### config.mk
export PLATFORM = sky130hd
export DESIGN_NAME = sram_port_arbiter
export DESIGN_NICKNAME = d
export VERILOG_FILES = /design/src/rtl/sram_arb_pkg.sv /design/src/rtl/sram_port_arbiter.sv
export SDC_FILE = /design/constraint.sdc
export NUM_CORES = 1
export LEC_CHECK = 0
export ABC_AREA = 1
export ABC_CLOCK_PERIOD_IN_PS = 1630
export CAP_MARGIN = 10
export CORE_UTILIZATION = 39
export DETAILED_ROUTE_END_ITERATION = 8
export GPL_TIMING_DRIVEN = 0
export PLACE_DENSITY = 0.78
export SYNTH_ARGS = -nofsm -noshare
export SYNTH_HDL_FRONTEND = slang
export SYNTH_SLANG_ARGS = --single-unit
export TNS_END_PERCENT = 20
### constraint.sdc
create_clock -name clk -period 1.63 [get_ports clk]
set_clock_uncertainty 0.1 [all_clocks]
set_input_delay 0.326 -clock clk [delete_from_list [all_inputs] [get_ports clk]]
set_output_delay 0.326 -clock clk [all_outputs]
set_load 0.1 [all_outputs]
### src/rtl/sram_arb_pkg.sv
`default_nettype none
// ============================================================================
//  Module      : sram_arb_pkg
//  Description : Shared types and encodings for the SRAM port arbiter.
//                - arb_state_t : arbiter sequencing states
//                - PORT_*      : requester identifiers (grant_owner encoding)
//                - OP_*        : latched operation type
//  Revision    : 1.0 - initial release
// ============================================================================
package sram_arb_pkg;

    typedef enum logic [1:0] {
        IDLE  = 2'd0,
        ISSUE = 2'd1,
        WAIT  = 2'd2,
        RESP  = 2'd3
    } arb_state_t;

    localparam logic PORT_IF  = 1'b0;
    localparam logic PORT_MEM = 1'b1;

    localparam logic OP_READ  = 1'b0;
    localparam logic OP_WRITE = 1'b1;

endpackage
`default_nettype wire

### src/rtl/sram_port_arbiter.sv
`default_nettype none
// ============================================================================
//  Module      : sram_port_arbiter
//  Description : Shares one SRAM controller port between the instruction
//                fetch path (read-only) and the memory-stage path
//                (read/write). One request is latched at a time, the
//                controller enable/ready handshake is sequenced, read data
//                is captured and a single-cycle ready pulse is returned to
//                the winning requester. Contention is resolved round-robin
//                and a watchdog bounds the time spent waiting on the
//                controller.
//
//  Ports:
//    clk, reset                 - clock, synchronous active-high reset
//    if_r_en/if_address         - fetch read request and address
//    if_rdata/if_ready          - fetch read data and completion pulse
//    mem_r_en/mem_w_en          - memory-stage read / write request
//    mem_address/mem_wdata      - memory-stage address and write data
//    mem_rdata/mem_ready        - memory-stage read data and completion pulse
//    sram_r_en/sram_w_en        - enables to the SRAM controller
//    sram_address/sram_wdata    - address / write data to the controller
//    sram_rdata/sram_ready      - read data / done from the controller
//    grant_owner                - owner of current/last transaction (1=mem)
//    timeout_err                - sticky watchdog-abort flag
//
//  Revision    : 1.0 - initial release
// ============================================================================
module sram_port_arbiter
    import sram_arb_pkg::*;
#(
    parameter int                ADDR_W      = 32,
    parameter int                DATA_W      = 32,
    parameter int                TIMEOUT_CYC = 1023,
    parameter logic [DATA_W-1:0] ERR_DATA    = DATA_W'(32'hDEAD_BEEF)
) (
    input  logic              clk,
    input  logic              reset,

    input  logic              if_r_en,
    input  logic [ADDR_W-1:0] if_address,
    output logic [DATA_W-1:0] if_rdata,
    output logic              if_ready,

    input  logic              mem_r_en,
    input  logic              mem_w_en,
    input  logic [ADDR_W-1:0] mem_address,
    input  logic [DATA_W-1:0] mem_wdata,
    output logic [DATA_W-1:0] mem_rdata,
    output logic              mem_ready,

    output logic              sram_r_en,
    output logic              sram_w_en,
    output logic [ADDR_W-1:0] sram_address,
    output logic [DATA_W-1:0] sram_wdata,
    input  logic [DATA_W-1:0] sram_rdata,
    input  logic              sram_ready,

    output logic              grant_owner,
    output logic              timeout_err
);

    // The wait counter only has to reach TIMEOUT_CYC-1.
    localparam int               CNT_W       = (TIMEOUT_CYC > 1) ? $clog2(TIMEOUT_CYC) : 1;
    localparam logic [CNT_W-1:0] c_wait_last = CNT_W'((TIMEOUT_CYC > 0) ? (TIMEOUT_CYC - 1) : 0);
    localparam logic             c_wdog_en   = (TIMEOUT_CYC != 0);

    // ------------------------------------------------------------------------
    // State and datapath registers
    // ------------------------------------------------------------------------
    arb_state_t        r_state;
    arb_state_t        w_next_state;

    logic              r_owner;
    logic              r_last_grant;
    logic              r_op;
    logic [ADDR_W-1:0] r_addr;
    logic [DATA_W-1:0] r_wdata;
    logic [CNT_W-1:0]  r_wait_cnt;
    logic [DATA_W-1:0] r_if_rdata;
    logic [DATA_W-1:0] r_mem_rdata;
    logic              r_timeout_err;

    // ------------------------------------------------------------------------
    // Request decode and round-robin selection
    // ------------------------------------------------------------------------
    logic              w_if_req;
    logic              w_mem_req;
    logic              w_grant_any;
    logic              w_grant_port;
    logic              w_wdog_fire;
    logic              w_cap_en;
    logic [DATA_W-1:0] w_cap_data;
    logic              w_active;

    always_comb begin
        w_if_req    = if_r_en;
        w_mem_req   = mem_r_en | mem_w_en;
        w_grant_any = w_if_req | w_mem_req;

        // On contention the port that did not win last time goes next, so
        // continuous contention alternates strictly between the two.
        if (w_if_req && w_mem_req) begin
            w_grant_port = ~r_last_grant;
        end else if (w_mem_req) begin
            w_grant_port = PORT_MEM;
        end else begin
            w_grant_port = PORT_IF;
        end
    end

    // Watchdog fires on the last permitted WAIT cycle if the controller has
    // still not answered; a late ready in that same cycle wins.
    always_comb begin
        w_wdog_fire = c_wdog_en && (r_state == WAIT) && !sram_ready &&
                      (r_wait_cnt == c_wait_last);

        // Aborted transactions return ERR_DATA to the owner even for writes,
        // so the requester can see the abort in its data as well as the flag.
        w_cap_en   = (r_state == WAIT) &&
                     ((sram_ready && (r_op == OP_READ)) || w_wdog_fire);
        w_cap_data = w_wdog_fire ? ERR_DATA : sram_rdata;
    end

    // ------------------------------------------------------------------------
    // FSM: state register
    // ------------------------------------------------------------------------
    always_ff @(posedge clk) begin
        if (reset) begin
            r_state <= IDLE;
        end else begin
            r_state <= w_next_state;
        end
    end

    // ------------------------------------------------------------------------
    // FSM: next-state logic
    // ------------------------------------------------------------------------
    always_comb begin
        w_next_state = r_state;
        case (r_state)
            IDLE: begin
                if (w_grant_any) begin
                    w_next_state = ISSUE;
                end
            end
            // The controller may still report idle-ready while the enable is
            // first presented, so sram_ready is not looked at in ISSUE.
            ISSUE: begin
                w_next_state = WAIT;
            end
            WAIT: begin
                if (sram_ready || w_wdog_fire) begin
                    w_next_state = RESP;
                end
            end
            RESP: begin
                w_next_state = IDLE;
            end
            default: begin
                w_next_state = IDLE;
            end
        endcase
    end

    // ------------------------------------------------------------------------
    // Datapath: request latch, wait counter, read-data capture
    // ------------------------------------------------------------------------
    always_ff @(posedge clk) begin
        if (reset) begin
            r_owner       <= PORT_MEM;
            r_last_grant  <= PORT_MEM;
            r_op          <= OP_READ;
            r_addr        <= '0;
            r_wdata       <= '0;
            r_wait_cnt    <= '0;
            r_if_rdata    <= '0;
            r_mem_rdata   <= '0;
            r_timeout_err <= 1'b0;
        end else begin
            case (r_state)
                IDLE: begin
                    if (w_grant_any) begin
                        r_owner <= w_grant_port;
                        r_addr  <= (w_grant_port == PORT_MEM) ? mem_address : if_address;
                        r_wdata <= mem_wdata;
                        // Simultaneous read and write from the memory stage
                        // is resolved as a write.
                        r_op    <= ((w_grant_port == PORT_MEM) && mem_w_en) ? OP_WRITE : OP_READ;
                    end
                end
                WAIT: begin
                    r_wait_cnt <= r_wait_cnt + CNT_W'(1);
                    if (w_wdog_fire) begin
                        r_timeout_err <= 1'b1;
                    end
                    if (w_cap_en) begin
                        if (r_owner == PORT_MEM) begin
                            r_mem_rdata <= w_cap_data;
                        end else begin
                            r_if_rdata <= w_cap_data;
                        end
                    end
                end
                RESP: begin
                    r_last_grant <= r_owner;
                    r_wait_cnt   <= '0;
                end
                default: begin
                end
            endcase
        end
    end

    // ------------------------------------------------------------------------
    // Outputs
    // ------------------------------------------------------------------------
    always_comb begin
        w_active     = (r_state == ISSUE) || (r_state == WAIT);

        sram_r_en    = w_active && (r_op == OP_READ);
        sram_w_en    = w_active && (r_op == OP_WRITE);
        sram_address = w_active ? r_addr : '0;
        sram_wdata   = (w_active && (r_op == OP_WRITE)) ? r_wdata : '0;

        if_ready     = (r_state == RESP) && (r_owner == PORT_IF);
        mem_ready    = (r_state == RESP) && (r_owner == PORT_MEM);
        if_rdata     = r_if_rdata;
        mem_rdata    = r_mem_rdata;

        grant_owner  = r_owner;
        timeout_err  = r_timeout_err;
    end

endmodule
`default_nettype wire

==> results.txt, run 1 <==
The flow ran to the end, but the final reports show violations. The checks that failed: setup timing. The vertical die dimension came out at 131 microns. The relative contribution of the clock network to total power is 16.9%.

The first-pass GRT wire length came out at roughly 37000 microns. Setup repair after global routing could not meet its margin everywhere. The worst-path maximum fanout came out at 5. The clock sink count is 144. Headroom to the max-slew limit came out at about three fifths. The max-slew violation count came out at 0. The transition at the pin with the smallest max-transition slack came out at 0.573 ns. The final routed DRC violation total is 0.

Multiplexer cells account for 0% of the synthesized area. The xor/xnor cell area share of the yosys netlist came out at 0%. After synthesis, the largest family of logic cells by area is simple AND/OR/NAND/NOR gates. The number of placed I/O pins is 268. Setup violations remaining at the end of the flow were counted as 197.

In the layout the commonest cells are sky130_fd_sc_hd__a21oi_1 (158), sky130_fd_sc_hd__dfxtp_1 (140), sky130_fd_sc_hd__nand2_1 (133), sky130_fd_sc_hd__clkdlybuf4s50_1 (133), sky130_fd_sc_hd__inv_1 (84). The placed wire-length estimate after detailed placement is 17200 microns. The library cell used most frequently in the layout, excluding fill and tap cells, is sky130_fd_sc_hd__a21oi_1. The required time at the worst-slack endpoint came out at 1.20 ns.

The synthesized design spends more area on one cell type than any other, namely sky130_fd_sc_hd__dfxtp_1. The initial cell density of the core came out at 40.2%. A synthesized cell averages 6.90 sq um. After Yosys synthesis, full adders, half adders and majority gates account for 0.968% of the synthesized area.

The area growth from synthesis to layout is 79.4%. The initial antenna violation count came out at 0. In this run the power spent charging and discharging nets is 10.4 mW. The fraction of power consumed by sequential logic came out at 24.3%. Ranked by total cell area, the synthesized netlist is headed by sky130_fd_sc_hd__dfxtp_1 (45%), sky130_fd_sc_hd__a21oi_1 (13%), sky130_fd_sc_hd__nand2_1 (9.6%). The power density normalized to cell area came out at 1790 nW/um^2.

The leakage power total is 4.80 nW. Buffers placed on the I/O ports in this run total 267. The start-to-end type of the worst setup path is register to output port. The final count of hold timing violations is 0.

The remaining antenna violation count came out at 0. The clock tree from TritonCTS is yes. The critical path data arrival time came out at 1.81 ns. The number of library cell types mapped by synthesis is 26.

The count of inserted antenna diode cells is 0. The clock latency of the later-clocked register in the worst-skew pair came out at ~0.42 ns. The clock-pin slew reported for the worst setup and hold paths after clock tree synthesis is roughly 0.050 ns. IR analysis of the VDD net gives a maximum drop of ~0.0013 V.

The number of max-cap violations is 0. The count of nets after finishing is approximately 1400. The simple-gate share of the synthesized area is a little under a quarter.

The utilization of the core after routing came out at 72.2%. Net switching is 49.9% of the power. The proportion of netlist area held by the largest area contributor came out at 44.6%. The highest clock rate came out at 0.447 GHz.

The register bit total from synthesis came out at 144. The detailed-route wire length per cell is approximately 17 microns. The number of iterations in the first detailed-routing pass is 5. The post-route minimum period came out at approximately 2.2 ns.

The iteration-0 DRC count of the detailed router is around 550. The largest net degree at the start of global routing came out at 17. The number of standard-cell rows in the floorplan came out at 46. The number of H-tree levels came out at 4.

The kind of path behind the tightest hold check is register to register. For the final routed database, the setup TNS stands at -57.50 ns. The die covers 17100 sq um. The count of synthesis-stage warnings from yosys came out at 0.

The total internal power came out at about 10 mW. Counting every net in the synthesized netlist gives 1075. The number of vias in the routed layout is between 7000 and 8000.

The sequential-to-total area share from yosys stat is between 40% and 50%. From left edge to right edge, the die measures 131 microns. STA classifies the critical path startpoint as a register. The detailed-route wire length came out at 24900 microns. The number of global-route vias before repair came out at about 7000. Synthesis produced a netlist whose cell count is 936. The logic gate share of total power is 58.8%. The cell area after synthesis is 6460 sq um. The total area inside the core boundary comes to 16100 sq um. The worst path uses 137% of the clock period. Clock tree synthesis inserted a total of 17 buffers. The overall track demand over capacity in global routing is 28.5%. The post-route worst setup slack is -0.607 ns. After global routing the overflow that remains totals 0. The category of the worst setup path capture point is an output port. The routability congestion estimate from global placement came out at 0.882. The clock passes through at most 2 buffers.

The fraction of the mapped netlist area in compound gates came out at 18.5%. The buffer type at the clock tree root is sky130_fd_sc_hd__clkbuf_16. The layout cell share with drive strength beyond 1 is 28.7%. Using the TritonRoute via totals, the vias-per-cell ratio works out to 5.11.
power groups by stage:
stage,clock network [mW],registers [mW],logic (mW)
6_report,3.51,5.05,12.2
5_1_grt,3.71,5.14,12.8
4_1_cts,3.55,4.97,11.5
3_5_place_dp,0,4.95,9.90
3_3_place_gp,0,4.93,9.83
2_1_floorplan,0,6.50,5.89
per-stage QoR:
stage | setup WS [ns] | std cells | instance area, sq um | hold slack (ns) | power, mW
after global placement | -1.45 | 1419 | 9890 | 0.340 | 14.8
after CTS | -0.607 | 1459 | 11200 | 0.349 | 20.0
after floorplan | -0.361 | 936 | 6950 | 0.295 | 12.4
after detailed placement | -1.44 | 1419 | 9890 | 0.357 | 14.9
final | -0.607 | 1475 | 11600 | 0.359 | 20.8
after global routing | -0.649 | 1475 | 11600 | 0.358 | 21.6
cell usage after synthesis:
cell type,count
sky130_fd_sc_hd__nand3_4,1
sky130_fd_sc_hd__buf_1,12
sky130_fd_sc_hd__nor2_1,115
sky130_fd_sc_hd__a21oi_1,162
sky130_fd_sc_hd__ha_1,5
sky130_fd_sc_hd__nor3_2,1
sky130_fd_sc_hd__clkbuf_1,37
sky130_fd_sc_hd__nand3_1,12
sky130_fd_sc_hd__dfxtp_1,144
sky130_fd_sc_hd__nor2_4,1
sky130_fd_sc_hd__a31oi_1,1
sky130_fd_sc_hd__and3_1,2
sky130_fd_sc_hd__nand2_2,1
sky130_fd_sc_hd__buf_4,1
sky130_fd_sc_hd__nor3_1,4
sky130_fd_sc_hd__nand4_1,49
sky130_fd_sc_hd__a211oi_1,1
sky130_fd_sc_hd__o211ai_1,1
sky130_fd_sc_hd__nor2_2,2
sky130_fd_sc_hd__o21ai_0,71
sky130_fd_sc_hd__buf_2,14
sky130_fd_sc_hd__nand2_1,166
sky130_fd_sc_hd__a21oi_2,1
sky130_fd_sc_hd__buf_6,7
sky130_fd_sc_hd__inv_1,122
sky130_fd_sc_hd__inv_2,3
path summary, 6_finish.rpt:
path                            startpoint                   endpoint  slack [ns]  cells past startpoint
hold reg to reg   timeout_err$_SDFFE_PP0P_   timeout_err$_SDFFE_PP0P_        0.36                      2
hold / removal    timeout_err$_SDFFE_PP0P_   timeout_err$_SDFFE_PP0P_        0.36                      2
setup reg to reg   r_state[0]$_SDFFE_PP0P_  if_rdata[31]$_SDFFE_PP0P_       -0.23                     10
setup / recovery   r_state[0]$_SDFFE_PP0P_             sram_wdata[30]       -0.61                      7
layer usage:
layer	GRT usage, %	vias up	share of wire, %
met5	0	-	0
met4	16.6	0	4.9
met3	7.86	71	8.8
met2	49.0	365	49
met1	31.5	3457	37
li1	-	3645	-
state kept, by name, indices dropped and copies added, names as in the netlist:
| register | flops |
|---|---|
| r_state | 2 |
| timeout_err | 1 |
| if_rdata | 32 |
| r_wdata | 32 |
| r_addr | 32 |
| r_last_grant | 1 |
| grant_owner | 1 |
| mem_rdata | 32 |
| r_wait_cnt | 10 |
| r_op | 1 |
final cells by class:
| cell class | instances | area [sq um] |
|---|---|---|
| multi-input cells | 597 | 3310 |
| inverters | 125 | 592 |
| clock buffers | 21 | 462 |
| plain buffers | 70 | 536 |
| flip-flops and latches | 144 | 2890 |
| well taps | 216 | 270 |
| clock inverters | 10 | 63.8 |
| repair buffers | 292 | 3470 |
| fillers | 1166 | 4470 |
worst max-delay path, stage by stage (launching register included):
cell	delay, ns
sky130_fd_sc_hd__dfxtp_2	0.34
sky130_fd_sc_hd__inv_2	0.06
sky130_fd_sc_hd__ha_4	0.29
sky130_fd_sc_hd__buf_12	0.12
sky130_fd_sc_hd__nand2_8	0.06
sky130_fd_sc_hd__clkbuf_16	0.19
sky130_fd_sc_hd__nor2_4	0.14
sky130_fd_sc_hd__buf_12	0.19
timing repair:
action,CTS,global route
endpoints found under the setup margin,271,251
gates cloned,5,2
hold buffers,0,0
gates resized for setup,886,230
pin swaps,5,40
buffers inserted,5,14
hold endpoints to repair,0,0
cell families (layout without fill, tap and decap cells):
logic type / after synthesis / in the layout
simple gates: 354 / 355
compound gates: 237 / 237
buf+inv: 196 / 518
flops: 144 / 144
fa+ha+maj: 5 / 5
No activity file was read; power rests on OpenSTA's default activity.
==> inputs of run 2 (changes only) <==
CORE_MARGIN = 1.5   (was not set)
==> results.txt, run 2 (synthesized netlist as in run 1, its figures left out) <==
Unrepaired setup endpoints after global routing: yes (unchanged). The initial cell density of the core came out at 40.2% (unchanged). The die area is 17400 sq um (was 17100 sq um). The critical path data arrival time came out at 1.82 ns (was 1.81 ns). The share of the clock period used by the worst path came to 138% (was 137%). The count of inserted antenna diode cells is 0 (unchanged). The clock tree from TritonCTS is yes (unchanged). The number of cells on the worst hold path is 3 (was 2). The number of buffers created by CTS is 17 (unchanged).

The number of H-tree levels came to 4 (unchanged). The iteration-0 DRC count of the detailed router came out at 567 (was 545). Violations in the final reports: setup timing (unchanged). The slowest cell on the critical path was sky130_fd_sc_hd__dfxtp_2 (unchanged). The number of max-cap violations came out at 0 (unchanged).

The clock-pin slew reported for the worst setup and hold paths after clock tree synthesis came to 0.06 ns (was 0.05 ns). The area of the core is 16100 sq um (unchanged). The detailed-route wire length came to 26100 microns (was 24900 microns).

The worst reg2reg path startpoint is r_state[0]$_SDFFE_PP0P_ (unchanged). The number of global-route vias before repair came out at 7405 (was 7167). The count of endpoints failing setup in the final report is 143 (was 197). Status: complete, but fails checks (unchanged). The highest clock rate is 0.445 GHz (was 0.447 GHz).

The delay contributed by the slowest stage of the critical path is 0.34 ns (about the same). The power density normalized to cell area came out at 1830 nW/um^2 (was 1790 nW/um^2). The launching element type of the critical path is a register (unchanged).

The via-per-instance ratio is 5.18 (was 5.11). The initial antenna violation count was 1 (was 0). The clock sink count is 144 (unchanged).

The x dimension of the die is 132 microns (was 131 microns). The number of standard-cell rows in the floorplan came out at 46 (unchanged). The detailed-route wire length per cell is 17.7 microns (was 16.9 microns). The placement-stage worst setup slack came out at -1.45 ns (was -1.44 ns). The category of the worst setup path capture point is an output port (unchanged). The fraction of power spent switching nets is 49.0% (was 49.9%). The number of iterations in the first detailed-routing pass is 6 (was 5). The utilization of the core after routing is 73.1% (was 72.2%). The setup slack of the most critical reg-to-reg path is -0.17 ns (was -0.23 ns).

The kind of path behind the tightest hold check is input pin to register (was register to register). The relative max-transition margin is 64.5% (was 61.8%). The total congestion overflow after global routing came out at 0 (unchanged).

The max-slew violation count came out at 0 (unchanged). The start-to-end type of the worst setup path is register to output port (unchanged). Cell-by-cell listing of the critical path: inv_2, ha_4, buf_12, nand2_8, clkbuf_16, nor2_4, buf_12 (unchanged).

The placed wire-length estimate after detailed placement is 17600 microns (was 17200 microns). The total internal power was 11.0 mW (was 10.4 mW). The family with the most delay on the worst path was buffers and inverters (unchanged).

The most common library cell in the layout ignoring fill and taps is sky130_fd_sc_hd__a21oi_1 (unchanged). The end point of the most critical hold path was r_op$_SDFFE_PP0P_ (was timeout_err$_SDFFE_PP0P_). The logic gate share of total power was 57.6% (was 58.8%). Commonest cells after routing, fill and taps aside: sky130_fd_sc_hd__a21oi_1 (156), sky130_fd_sc_hd__nand2_1 (141), sky130_fd_sc_hd__dfxtp_1 (138) (was sky130_fd_sc_hd__a21oi_1 (158), sky130_fd_sc_hd__dfxtp_1 (140), sky130_fd_sc_hd__nand2_1 (133), sky130_fd_sc_hd__clkdlybuf4s50_1 (133), sky130_fd_sc_hd__inv_1 (84)). The worst-path maximum fanout came out at 5 (unchanged).

The final total negative setup slack was -46.34 ns (was -57.50 ns). The routability congestion estimate from global placement came out at 0.887 (was 0.882). The remaining antenna violation count was 0 (unchanged). The post-route minimum period is 2.25 ns (was 2.24 ns). The power dissipated by switching net loads came out at 10.5 mW (was 10.4 mW). The first-pass GRT wire length came out at 39300 microns (was 36800 microns). The relative contribution of the clock network to total power is 19.0% (was 16.9%). The buffering stage count on the worst path with inverters included is 4 (unchanged). The buffer type at the clock tree root is sky130_fd_sc_hd__clkbuf_16 (unchanged). The post-route worst setup slack is -0.615 ns (was -0.607 ns). The area growth from synthesis to layout came out at 81.6% (was 79.4%). The final routed DRC violation total came out at 0 (unchanged).

The required time at the worst-slack endpoint is 1.20 ns (about the same). The layout cell share with drive strength beyond 1 is 28.9% (was 28.7%). The largest net degree at the start of global routing came out at 17 (unchanged). The beginning of the worst hold path was mem_w_en (was timeout_err$_SDFFE_PP0P_). The count of nets after finishing came out at 1386 (unchanged). The leakage power total is 4.84 nW (was 4.80 nW).

The count of buffers inserted at the top-level ports is 267 (unchanged). The critical path's most frequent cell was sky130_fd_sc_hd__buf_12 (unchanged). The clock latency of the later-clocked register in the worst-skew pair came out at 0.43 ns (was 0.42 ns). The transition at the pin with the smallest max-transition slack is 0.532 ns (was 0.573 ns). The fraction of power consumed by sequential logic is 23.4% (was 24.3%). The number of placed I/O pins was 268 (unchanged). The number of vias in the routed layout is 7641 (was 7538).

The worst supply voltage drop on vdd is 0.00123 V (was 0.00130 V). The vertical die dimension came out at 132 microns (was 131 microns). The number of inserted filler cells in the final layout is 1142 (was 1166). The total of hold buffers inserted after clock tree synthesis is 0 (unchanged). The overall track demand over capacity in global routing came out at 28.9% (was 28.5%). The final count of hold timing violations came out at 0 (unchanged). The maximum root-to-sink buffer count is 2 (unchanged). The number of cells on the worst reg-to-reg path is 12 (was 10). The reg-to-reg critical path endpoint is if_rdata[8]$_SDFFE_PP0P_ (was if_rdata[31]$_SDFFE_PP0P_).
==> run 2: changes by cell type in the layout (fill, tap and decap cells not counted), sizes merged <==
cell,change
clkbuf,-11
buf,+7
bufinv,+3
inv,+3
clkdlybuf4s50,-2
dlymetal6s2s,+2
clkinv,-1
==> run 2: worst register-to-register path, stage by stage (launching register included) <==
cell and delay [ns]:
sky130_fd_sc_hd__dfxtp_2 0.33, sky130_fd_sc_hd__inv_2 0.08, sky130_fd_sc_hd__buf_6 0.11, sky130_fd_sc_hd__ha_4 0.16, sky130_fd_sc_hd__inv_4 0.05, sky130_fd_sc_hd__nor3_4 0.24, sky130_fd_sc_hd__inv_2 0.08, sky130_fd_sc_hd__nand2_4 0.11
sky130_fd_sc_hd__buf_8 0.15, sky130_fd_sc_hd__nand2_1 0.12, sky130_fd_sc_hd__nand2_1 0.09, sky130_fd_sc_hd__nand2_1 0.05, sky130_fd_sc_hd__nor2_1 0.09
==> run 2: area by class of cell <==
type | count | area [sq um] | share of cell area [%]
inverters | 125 | 592 | 5.04
multi-input cells | 597 | 3280 | 27.9
well taps | 216 | 270 | 2.30
clock buffers | 17 | 425 | 3.62
repair buffers | 292 | 3520 | 30.0
plain buffers | 70 | 572 | 4.87
flip-flops and latches | 144 | 2890 | 24.6
clock inverters | 15 | 186 | 1.59
==> run 2: metal layers <==
layer	global-route usage (%)	wire (microns)	vias up	share of wire, %
li1	-	-	3641	-
met1	32.7	9790	3528	37
met2	50.3	13000	406	50
met3	7.95	2310	66	8.8
met4	13.5	979	0	3.8
met5	0	0	-	0
==> run 2: per-stage QoR <==
step	power, mW	hold slack [ns]	area (sq um)	instances
global route	22.3	0.239	11700	1476
finish	21.5	0.229	11700	1476
CTS	20.7	0.343	11400	1462
floorplan	12.4	0.295	6950	936
detailed placement	14.9	0.348	9890	1419
global placement	14.8	0.341	9890	1419
==> run 2: worst max path at each step <==
| stage | startpoint | to | cells after the start |
|---|---|---|---|
| 6_report | r_state[0]$_SDFFE_PP0P_ | sram_wdata[16] | 7 |
| 5_1_grt | r_state[0]$_SDFFE_PP0P_ | sram_wdata[27] | 7 |
| 3_3_place_gp | r_state[1]$_SDFFE_PP0P_ | sram_address[25] | 7 |
| 2_1_floorplan | r_state[1]$_SDFFE_PP0P_ | sram_wdata[10] | 6 |
| 4_1_cts | r_state[0]$_SDFFE_PP0P_ | sram_wdata[13] | 7 |
| 3_5_place_dp | r_state[1]$_SDFFE_PP0P_ | sram_address[12] | 7 |
==> run 2: what timing repair did <==
item / 4_1_cts / 5_1_grt
gates resized for setup: 921 / 215
buffers inserted: 6 / 9
endpoints found under the hold margin: 0 / 0
pin swaps: 4 / 40
endpoints found under the setup margin: 271 / 240
cloned: 6 / 5
==> run 2: power by group through the flow <==
stage	combinational [mW]	clock [mW]	sequential (mW)
3_5_place_dp	9.91	0	4.97
3_3_place_gp	9.84	0	4.93
6_report	12.4	4.08	5.03
5_1_grt	12.9	4.26	5.14
4_1_cts	11.7	4.08	4.97
2_1_floorplan	5.89	0	6.50
